===== config.mk =====
export PLATFORM = sky130hd
export DESIGN_NAME = picosoc_uart_dbg_bridge
export DESIGN_NICKNAME = d
export VERILOG_FILES = /design/src/rtl/picosoc_uart_dbg_bridge.sv
export SDC_FILE = /design/constraint.sdc
export NUM_CORES = 1
export LEC_CHECK = 0
export CELL_PAD_IN_SITES_DETAIL_PLACEMENT = 0
export CELL_PAD_IN_SITES_GLOBAL_PLACEMENT = 2
export CORE_MARGIN = 2
export CORE_UTILIZATION = 37
export CTS_BUF_LIST = sky130_fd_sc_hd__clkbuf_8
export CTS_CLUSTER_SIZE = 40
export DETAILED_ROUTE_END_ITERATION = 8
export GPL_TIMING_DRIVEN = 0
export PLACE_DENSITY_LB_ADDON = 0.2
export SLEW_MARGIN = 20
export SYNTH_ARGS = -nofsm -noshare
export SYNTH_HDL_FRONTEND = slang
export SYNTH_SLANG_ARGS = --single-unit

===== constraint.sdc =====
create_clock -name clk -period 2.8 [get_ports clk]
set_input_delay 0.42 -clock clk [delete_from_list [all_inputs] [get_ports clk]]
set_output_delay 0.42 -clock clk [all_outputs]
set_load 0.005 [all_outputs]

===== src/rtl/picosoc_uart_dbg_bridge.sv =====
// picosoc_uart_dbg_bridge
//   UART-driven debug master for the picosoc iomem bus. A host sends framed
//   commands over 8N1 serial:
//     'W'(0x57) A3 A2 A1 A0 D3 D2 D1 D0 -> iomem write (wstrb=F), reply 'K'
//     'R'(0x52) A3 A2 A1 A0             -> iomem read, reply D3 D2 D1 D0
//   Multi-byte fields are MSB first. Other bytes received while idle are ignored.
//
// Parameters
//   CLOCK_SPEED_HZ  clk frequency
//   BAUD_RATE       serial rate, DIV = CLOCK_SPEED_HZ/BAUD_RATE (>= 4)
//   TIMEOUT_CYCLES  bus watchdog limit
//
// Optional feature: define PICOSOC_DBG_BRIDGE_TIMEOUT_EN to add a bus watchdog
//   that abandons a transaction after TIMEOUT_CYCLES and replies 'E'(0x45).
//
// Ports
//   clk, resetn        clock, asynchronous active-low reset
//   uart_rx_i          serial in (idle high)
//   uart_tx_o          serial out (idle high)
//   iomem_valid/wstrb/addr/wdata   master request (wstrb=0 for reads)
//   iomem_rdata/ready  responder completion and read data
//   busy_o             high from command byte accepted until reply sent
module picosoc_uart_dbg_bridge #(
   parameter int CLOCK_SPEED_HZ = 50_000_000,
   parameter int BAUD_RATE      = 115200,
   parameter int TIMEOUT_CYCLES = 1024
) (
   input  logic        clk,
   input  logic        resetn,
   input  logic        uart_rx_i,
   output logic        uart_tx_o,
   output logic        iomem_valid,
   output logic [3:0]  iomem_wstrb,
   output logic [31:0] iomem_addr,
   output logic [31:0] iomem_wdata,
   input  logic [31:0] iomem_rdata,
   input  logic        iomem_ready,
   output logic        busy_o
);

   localparam int          DIV       = CLOCK_SPEED_HZ / BAUD_RATE;
   localparam logic [15:0] DIV_LAST  = 16'(DIV - 1);
   localparam logic [15:0] HALF_LAST = 16'(DIV / 2 - 1);

   if (DIV < 4) begin : g_div_chk
      $error("CLOCK_SPEED_HZ/BAUD_RATE must be at least 4");
   end
   if (TIMEOUT_CYCLES < 1) begin : g_to_chk
      $error("TIMEOUT_CYCLES must be at least 1");
   end

   // ---------------- receiver ----------------
   typedef enum logic [1:0] {RX_IDLE, RX_START, RX_DATA, RX_STOP} rx_state_t;

   rx_state_t   rx_state;
   logic        rx_meta, rx_s, rx_prev;
   logic [15:0] rx_cnt;
   logic [2:0]  rx_bit;
   logic [7:0]  rx_sh;
   logic        rx_strobe;

   always_ff @(posedge clk or negedge resetn) begin
      if (!resetn) begin
         rx_meta   <= 1'b1;
         rx_s      <= 1'b1;
         rx_prev   <= 1'b1;
         rx_state  <= RX_IDLE;
         rx_cnt    <= '0;
         rx_bit    <= '0;
         rx_sh     <= '0;
         rx_strobe <= 1'b0;
      end else begin
         rx_meta   <= uart_rx_i;
         rx_s      <= rx_meta;
         rx_prev   <= rx_s;
         rx_strobe <= 1'b0;
         case (rx_state)
            RX_IDLE: begin
               if (rx_prev && !rx_s) begin
                  rx_state <= RX_START;
                  rx_cnt   <= '0;
               end
            end
            RX_START: begin
               // Half a bit later the line must still be low, otherwise it was a glitch.
               if (rx_cnt == HALF_LAST) begin
                  rx_cnt   <= '0;
                  rx_bit   <= '0;
                  rx_state <= rx_s ? RX_IDLE : RX_DATA;
               end else begin
                  rx_cnt <= rx_cnt + 16'd1;
               end
            end
            RX_DATA: begin
               if (rx_cnt == DIV_LAST) begin
                  rx_cnt <= '0;
                  rx_sh  <= {rx_s, rx_sh[7:1]};
                  if (rx_bit == 3'd7) rx_state <= RX_STOP;
                  rx_bit <= rx_bit + 3'd1;
               end else begin
                  rx_cnt <= rx_cnt + 16'd1;
               end
            end
            RX_STOP: begin
               // A low stop bit is a framing error: the byte is silently dropped.
               if (rx_cnt == DIV_LAST) begin
                  rx_cnt    <= '0;
                  rx_strobe <= rx_s;
                  rx_state  <= RX_IDLE;
               end else begin
                  rx_cnt <= rx_cnt + 16'd1;
               end
            end
            default: rx_state <= RX_IDLE;
         endcase
      end
   end

   // ---------------- transmitter ----------------
   logic        tx_start;
   logic [7:0]  tx_data;
   logic        tx_busy;
   logic [15:0] tx_cnt;
   logic [3:0]  tx_bits;
   logic [8:0]  tx_sh;

   always_ff @(posedge clk or negedge resetn) begin
      if (!resetn) begin
         uart_tx_o <= 1'b1;
         tx_busy   <= 1'b0;
         tx_cnt    <= '0;
         tx_bits   <= '0;
         tx_sh     <= '1;
      end else if (!tx_busy) begin
         if (tx_start) begin
            uart_tx_o <= 1'b0;
            tx_sh     <= {1'b1, tx_data};
            tx_busy   <= 1'b1;
            tx_cnt    <= '0;
            tx_bits   <= '0;
         end
      end else if (tx_cnt == DIV_LAST) begin
         tx_cnt <= '0;
         // Nine shifts put out d0..d7 and the stop bit; the tenth boundary ends the frame.
         if (tx_bits == 4'd9) begin
            tx_busy <= 1'b0;
         end else begin
            uart_tx_o <= tx_sh[0];
            tx_sh     <= {1'b1, tx_sh[8:1]};
            tx_bits   <= tx_bits + 4'd1;
         end
      end else begin
         tx_cnt <= tx_cnt + 16'd1;
      end
   end

   // ---------------- command FSM ----------------
   typedef enum logic [2:0] {S_IDLE, S_ADDR, S_DATA, S_BUS, S_RESP} state_t;

   state_t      state;
   logic        is_write;
   logic [1:0]  byte_cnt;
   logic [31:0] resp_sh;
   logic [2:0]  resp_left;
`ifdef PICOSOC_DBG_BRIDGE_TIMEOUT_EN
   localparam int             TO_W    = $clog2(TIMEOUT_CYCLES + 1);
   localparam logic [TO_W-1:0] TO_LAST = TO_W'(TIMEOUT_CYCLES - 1);
   logic [TO_W-1:0] to_cnt;
`endif

   always_ff @(posedge clk or negedge resetn) begin
      if (!resetn) begin
         state       <= S_IDLE;
         is_write    <= 1'b0;
         byte_cnt    <= '0;
         resp_sh     <= '0;
         resp_left   <= '0;
         tx_start    <= 1'b0;
         tx_data     <= '0;
         iomem_valid <= 1'b0;
         iomem_wstrb <= '0;
         iomem_addr  <= '0;
         iomem_wdata <= '0;
         busy_o      <= 1'b0;
`ifdef PICOSOC_DBG_BRIDGE_TIMEOUT_EN
         to_cnt      <= '0;
`endif
      end else begin
         tx_start <= 1'b0;
         case (state)
            S_IDLE: begin
`ifdef PICOSOC_DBG_BRIDGE_TIMEOUT_EN
               to_cnt <= '0;
`endif
               if (rx_strobe && (rx_sh == 8'h57 || rx_sh == 8'h52)) begin
                  is_write <= (rx_sh == 8'h57);
                  byte_cnt <= '0;
                  busy_o   <= 1'b1;
                  state    <= S_ADDR;
               end
            end
            S_ADDR: begin
               if (rx_strobe) begin
                  iomem_addr <= {iomem_addr[23:0], rx_sh};
                  byte_cnt   <= byte_cnt + 2'd1;
                  if (byte_cnt == 2'd3) begin
                     if (is_write) begin
                        state <= S_DATA;
                     end else begin
                        iomem_valid <= 1'b1;
                        iomem_wstrb <= 4'h0;
                        state       <= S_BUS;
                     end
                  end
               end
            end
            S_DATA: begin
               if (rx_strobe) begin
                  iomem_wdata <= {iomem_wdata[23:0], rx_sh};
                  byte_cnt    <= byte_cnt + 2'd1;
                  if (byte_cnt == 2'd3) begin
                     iomem_valid <= 1'b1;
                     iomem_wstrb <= 4'hF;
                     state       <= S_BUS;
                  end
               end
            end
            S_BUS: begin
               // Ready takes priority over a watchdog expiry in the same cycle.
               if (iomem_valid && iomem_ready) begin
                  iomem_valid <= 1'b0;
                  iomem_wstrb <= 4'h0;
                  resp_sh     <= is_write ? {8'h4B, 24'h0} : iomem_rdata;
                  resp_left   <= is_write ? 3'd1 : 3'd4;
                  state       <= S_RESP;
               end
`ifdef PICOSOC_DBG_BRIDGE_TIMEOUT_EN
               else if (to_cnt == TO_LAST) begin
                  iomem_valid <= 1'b0;
                  iomem_wstrb <= 4'h0;
                  resp_sh     <= {8'h45, 24'h0};
                  resp_left   <= 3'd1;
                  state       <= S_RESP;
               end else begin
                  to_cnt <= to_cnt + 1'b1;
               end
`endif
            end
            S_RESP: begin
               // tx_busy lags tx_start by a cycle, so both must be clear before the next byte.
               if (!tx_busy && !tx_start) begin
                  if (resp_left != 3'd0) begin
                     tx_start  <= 1'b1;
                     tx_data   <= resp_sh[31:24];
                     resp_sh   <= {resp_sh[23:0], 8'h00};
                     resp_left <= resp_left - 3'd1;
                  end else begin
                     busy_o <= 1'b0;
                     state  <= S_IDLE;
                  end
               end
            end
            default: state <= S_IDLE;
         endcase
      end
   end

endmodule

==> results of run 1 <==
-- power groups by stage --
stage,combinational [mW],sequential (mW),clock (mW)
after detailed placement,0.375,2.74,0
after CTS,0.378,2.69,1.97
after floorplan,0.197,2.72,0
after global routing,0.424,2.70,2.08
final,0.371,2.69,1.90
after global placement,0.362,2.74,0
-- worst max-delay path, cell delays in order (launching register included) --
cell      delay [ns]
dfrtp_1         0.39
clkbuf_1        0.19
inv_1           0.13
nand2_1         0.09
nor3b_1         0.70
buf_2           0.40
mux2_2          0.36
-- synthesized netlist by cell type, drive strengths merged, types with 7 or more instances --
library cell | n | area, um^2
a22oi | 20 | 150.1
a31oi | 12 | 75.07
nand4 | 9 | 56.30
mux2 | 74 | 833.3
a21oi | 17 | 85.08
buf | 19 | 107.6
nor3 | 7 | 35.03
inv | 15 | 56.30
nand3b | 11 | 82.58
nand3 | 20 | 100.1
dfstp | 12 | 315.3
nor2 | 25 | 93.84
o31ai | 11 | 82.58
o21ai | 61 | 305.3
o221a | 7 | 78.83
nand2 | 108 | 405.4
nand2b | 10 | 62.56
dfrtp | 168 | 4204
ha | 12 | 150.1
clkbuf | 23 | 86.33
-- how the worst max path moves through the flow --
stage | to | cells past startpoint
floorplan | tx_bits[2] | 8
global placement | iomem_wdata[28] | 1
detailed placement | resp_left[0] | 7
CTS | iomem_wdata[30] | 6
global route | resp_left[2] | 7
finish | iomem_wdata[23] | 6
-- final cells by class --
type / instances / area share [%]
plain buffers: 42 / 1.970
clock buffers: 17 / 2.376
clock inverters: 15 / 2.122
inverters: 16 / 0.6100
multi-input cells: 476 / 32.32
flip-flops and latches: 180 / 45.90
well taps: 275 / 3.495
repair buffers: 108 / 11.21
-- stage by stage --
stage / cells / hold slack (ns) / power (mW) / cell area, um^2 / util [%]
2_1_floorplan: 714 / 0.1244 / 2.920 / 7955 / -
3_3_place_gp: 1095 / 0.3468 / 3.098 / 9360 / 44.39
3_5_place_dp: 1096 / 0.3495 / 3.111 / 9393 / 44.54
4_1_cts: 1129 / 0.3422 / 5.036 / 9846 / 46.69
5_1_grt: 1129 / 0.3502 / 5.206 / 9846 / 46.69
6_report: 1129 / 0.3636 / 4.960 / 9846 / 46.69
-- state kept, by name (all words and copies together), names as in the netlist, 2 cells and up, named ones only --
signal,cells
byte_cnt,2
iomem_addr,32
iomem_wdata,32
resp_left,3
resp_sh,32
rx_bit,3
rx_cnt,16
rx_sh,8
state,3
tx_bits,4
tx_cnt,16
tx_data,8
tx_sh,8
-- logic make-up (layout without fill, tap and decap cells) --
| kind of cell | after synthesis | in the layout | share of synthesized area (%) |
|---|---|---|---|
| AO/OA/AOI/OAI | 159 | 159 | 13.02 |
| XOR/XNOR | 8 | 8 | 0.8808 |
| adder cells (fa/ha/maj) | 12 | 12 | 1.887 |
| buffers and inverters | 58 | 198 | 3.193 |
| flip-flops | 180 | 180 | 56.81 |
| multiplexers | 76 | 76 | 10.73 |
| AND/OR/NAND/NOR | 221 | 221 | 13.48 |
-- what timing repair did --
action | 4_1_cts | 5_1_grt
endpoints found under the hold margin | 72 | 0
resized for setup | 0 | 0
buffers inserted | 0 | 0
hold buffers | 1 | 0
-- routing by layer --
metal  GRT usage, %  wire length [um]
met5              0                 0
met4          4.112               180
met3          4.121               541
met2          27.75              9118
met1          22.61              8405
==> results.tsv, run 1 <==
stage	metric	value	unit
synthesis	ys_seq_area_share	56.81	%
setup_path	cp-startpoint	state[2]	
synthesis	avgSynthCellArea	11.14	um^2
sta	finalSetupTns	0	ns
synthesis	ys.flop_type	dfrtp_1	
min_path	hold_depth	0	
clock_tree	numCtsBuffers	17	
setup_path	crit_fanout	10	
clock_tree	htreeDepth	4	
sta	drv_slew	0	
layout	nNetsFinal	889	
sta	final-hold-violation-count	0	
floorplan	die_h	150.6	um
floorplan	die-area	22690	um^2
setup_path	cp.required	3.15	ns
global_routing	grt_pass1_vias	5845	
setup_path	rrSetupSlack	0.43	ns
placed_design	numPortBuffers	106	
synthesis	synthCells	714	
layout	n_fill_cell	1975	
floorplan	num_io_pins	107	
sta	relSlewSlack	32.28	%
drt	postRouteAntennaNets	0	
min_path	hold_start	rx_meta	
synthesis	synth_fp_nets	762	
drt	dr_total_vias	5819	
drt	wl_per_cell	16.16	um
drt	drt_iter0_drc	323	
sta	max_freq	422.0	MHz
floorplan	start_util	37.72	%
pwr	power_frac_seq	54.2	%
setup_path	r2r.worst_path.cells	6	
pwr	peakVddDrop	0.0002686	V
sta	rsz0062_at_grt	no	
pwr	cellPowerDensity	503.8	nW/um^2
global_routing	antenna_found_initial	0	
clock_tree	clock_latency	0.47	ns
pwr	combPwrFrac	7.5	%
clock_tree	clk_pin_slew	0.11	ns
layout	regArea	4519	um^2
floorplan	coreArea	21090	um^2
min_path	hp-class	reg2reg	
sta	tightest_slew	1.006	ns
layout	final_cell_mix	dfrtp_1, nand2_1, clkdlybuf4s50_1, mux2_2, o21ai_0	
setup_path	criticalPathCategory	reg2reg	
min_path	min_to	rx_s	
sta	skew	0.02093	ns
pwr	swShare	29.44	%
synthesis	ys_warn_count	0	
flow_run	cap_viol_max_count	0	
drt	wirelength	18250	um
drt	drt_pass1_iterations	4	
sta	fin_ws	0.4303	ns
clock_tree	cts_max_path_buffers	2	
synthesis	yosysUniqueCellTypes	59	
synthesis	netlist_area	7955	um^2
global_routing	grt_use_total	16.90	%
pwr	switchingPower	1.460	mW
setup_path	cp.arrival	2.72	ns
setup_path	cp-end-kind	flop	
placed_design	place_hpwl	12710	um
global_routing	overflow	0	
sta	period_minus_slack	2.370	ns
setup_path	regToRegStartpoint	state[2]	
global_routing	grt_pass1_wl	30410	um
synthesis	async_flop_share	100.0	%
layout	mostFrequentLayoutCell	dfrtp_1	
pwr	p_int	3.500	mW
pwr	clkPwrFrac	38.3	%
synthesis	synth_seq_cells	180	
clock_tree	root_buffer	clkbuf_8	
floorplan	rows	53	
floorplan	die_w	150.6	um
placed_design	gp_congestion	0.7993	
sta	post-route-period-util	84.63	%
layout	area_growth	23.77	%
clock_tree	cts.sinks	180	
synthesis	synth_edf_count	0	
layout	multi_input_area	3182	um^2
drt	viasPerCell	5.154	
pwr	leakage	4.407	nW
layout	drive_gt1_share	17.21	%
clock_tree	cts_tree	built	
sta	finalSetupViolations	0	
layout	n_antenna_cell	0	
global_routing	grt_max_degree	97	
drt	drt_drc_violations_left	0	
outcome	status	finished, final reports clean	
setup_path	rr_endpoint	iomem_wdata[23]	
setup_path	startpoint_type	flop	
placed_design	pre_cts_slack	0.3939	ns
Note: power is estimated with default switching activity, not from simulation.
==> inputs of run 2 (changes only) <==
==> constraint.sdc (replaced) <==
create_clock -name clk -period 2.2 [get_ports clk]
set_input_delay 0.33 -clock clk [delete_from_list [all_inputs] [get_ports clk]]
set_output_delay 0.33 -clock clk [all_outputs]
set_load 0.005 [all_outputs]
==> run 2 against run 1 <==
Compared with the run above:
- final cell count increased by 1.2%
- fmax increased by 11%
- largest power group unchanged
- first-iteration DRC count increased by 3.1%
- global-route usage increased by 0.078 points
- critical path type unchanged
- clock-buffer cell count unchanged
==> results.tsv, run 2 (synthesis results as in run 1) <==
stage	metric	value	unit	change
setup_path	criticalPathCategory	reg2reg		
placed_design	place_hpwl	12710	um	unchanged
clock_tree	cts.sinks	180		unchanged
setup_path	rr_endpoint	tx_bits[2]		
drt	wirelength	18630	um	+2.1%
drt	dr_total_vias	5860		+0.70%
sta	final-hold-violation-count	0		unchanged
layout	drive_gt1_share	21.57	%	+4.4 points
floorplan	die_h	150.6	um	unchanged
setup_path	regToRegStartpoint	tx_cnt[12]		
pwr	p_int	4.470	mW	+28%
sta	tightest_slew	0.6545	ns	-0.3519 ns
placed_design	pre_cts_slack	-0.1486	ns	-0.5425 ns
layout	mostFrequentLayoutCell	dfrtp_1		
setup_path	crit_fanout	5		-5
clock_tree	htreeDepth	4		unchanged
clock_tree	clk_pin_slew	0.11	ns	about the same
sta	period_minus_slack	2.134	ns	-0.2356 ns
floorplan	rows	53		unchanged
sta	drv_slew	0		unchanged
setup_path	endpoint	tx_bits[2]		
clock_tree	root_buffer	clkbuf_8		
drt	postRouteAntennaNets	0		unchanged
setup_path	r2r.worst_path.cells	6		unchanged
pwr	combPwrFrac	7.7	%	+0.2 points
global_routing	grt_pass1_wl	30570	um	+0.54%
sta	finalSetupTns	0	ns	unchanged
layout	finalCoreUtilization	47.89	%	+1.2 points
drt	drt_iter0_drc	333		+3.1%
global_routing	grt_pass1_vias	5885		+0.68%
drt	viasPerCell	5.131		-0.44%
placed_design	placed_cell_area	9393	um^2	unchanged
layout	nNetsFinal	902		+1.5%
clock_tree	cts_tree	built		
sta	finalSetupViolations	0		unchanged
setup_path	cp.required	2.56	ns	-0.59 ns
setup_path	startpoint_type	flop		
drt	drt_drc_violations_left	0		unchanged
pwr	peakVddDrop	0.0003406	V	+27%
sta	rsz0062_at_grt	yes		
sta	max_freq	468.6	MHz	+11%
pwr	swShare	29.55	%	+0.12 points
floorplan	die-area	22690	um^2	unchanged
floorplan	die_w	150.6	um	unchanged
global_routing	overflow	0		unchanged
placed_design	gp_congestion	0.7993		unchanged
clock_tree	cts_max_path_buffers	2		unchanged
global_routing	grt_max_degree	97		unchanged
placed_design	numPortBuffers	106		unchanged
layout	fin_area	10100	um^2	+2.6%
global_routing	grt_use_total	16.98	%	+0.078 points
floorplan	start_util	37.72	%	unchanged
clock_tree	clock_latency	0.47	ns	about the same
pwr	switchingPower	1.875	mW	+28%
min_path	hp-class	in2reg		
layout	n_antenna_cell	0		unchanged
min_path	hold_depth	1		+1
layout	area_growth	26.94	%	
pwr	clkPwrFrac	38.2	%	about the same
pwr	cellPowerDensity	628.3	nW/um^2	+25%
floorplan	num_io_pins	107		unchanged
layout	n_fill_cell	1944		-1.6%
sta	relSlewSlack	56.07	%	+24 points
pwr	power_frac_seq	54.1	%	about the same
layout	largest_registers	iomem_addr: 32 flops, iomem_wdata: 32 flops, resp_sh: 32 flops		
sta	post-route-period-util	97.00	%	+12 points
outcome	status	finished, final reports clean		
min_path	hold_start	uart_rx_i		
setup_path	cp-startpoint	tx_cnt[12]		
drt	drt_pass1_iterations	5		+1
setup_path	cp.arrival	2.49	ns	-0.23 ns
setup_path	rrSetupSlack	0.07	ns	-0.36 ns
flow_run	cap_viol_max_count	0		unchanged
pwr	leakage	4.523	nW	+2.6%
clock_tree	numCtsBuffers	17		unchanged
setup_path	cp-end-kind	flop		
layout	final_cell_mix	dfrtp_1, nand2_1, clkdlybuf4s50_1, mux2_2, o21ai_0		
sta	skew	0.01827	ns	-0.002651 ns
floorplan	coreArea	21090	um^2	unchanged
drt	wl_per_cell	16.31	um	+0.93%
sta	fin_ws	0.06592	ns	-0.3644 ns
global_routing	antenna_found_initial	0		unchanged
[run 2: cell type report]
| cell class | instances | area, um^2 | share of cell area, % |
|---|---|---|---|
| inverter | 16 | 60.06 | 0.5947 |
| sequential | 180 | 4524 | 44.80 |
| multi-input combinational | 476 | 3304 | 32.72 |
| tap | 275 | 344.1 | 3.407 |
| timing repair buffer | 123 | 1217 | 12.06 |
| buffer | 40 | 205.2 | 2.032 |
| clock buffer | 17 | 234.0 | 2.317 |
| clock inverter | 15 | 209.0 | 2.069 |
[run 2: worst min path at each step]
stage / slack (ns) / to
2_1_floorplan: 0.03 / asynchronous set/reset pin
3_3_place_gp: 0.35 / rx_s
3_5_place_dp: 0.35 / rx_s
4_1_cts: 0.25 / rx_meta
5_1_grt: 0.26 / rx_meta
6_report: 0.28 / rx_meta
[run 2: timing repair]
item / in CTS / in global routing
setup buffers: 5 / 8
cloned: 1 / 1
hold endpoints to repair: 72 / 0
gates resized for setup: 14 / 28
pin swaps: 2 / 4
setup endpoints to repair: 128 / 81
hold buffers: 1 / 0
[run 2: critical path, cell delays in order (launching register included)]
cell     delay [ns]
dfrtp_1        0.41
or4bb_4        0.56
o41ai_4        0.42
and2b_2        0.27
buf_6          0.14
a21oi_2        0.05
a31o_1         0.18
[run 2: routing by layer]
| metal | GRT usage (%) | part of all wire [%] |
|---|---|---|
| met1 | 22.72 | 45 |
| met2 | 27.75 | 50 |
| met3 | 4.182 | 3.6 |
| met4 | 4.299 | 1.3 |
| met5 | 0 | 0 |
[run 2: power by group through the flow]
stage,logic (mW),registers (mW),clock network (mW)
2_1_floorplan,0.251,3.47,0
3_3_place_gp,0.461,3.48,0
3_5_place_dp,0.478,3.48,0
4_1_cts,0.485,3.42,2.51
5_1_grt,0.560,3.44,2.65
6_report,0.489,3.43,2.43
[run 2: stage by stage]
stage,instances,hold slack (ns),power [mW]
finish,1142,0.2789,6.344
CTS,1135,0.2522,6.415
floorplan,714,0.03441,3.717
global route,1142,0.2602,6.658
detailed placement,1096,0.3495,3.960
global placement,1095,0.3468,3.942
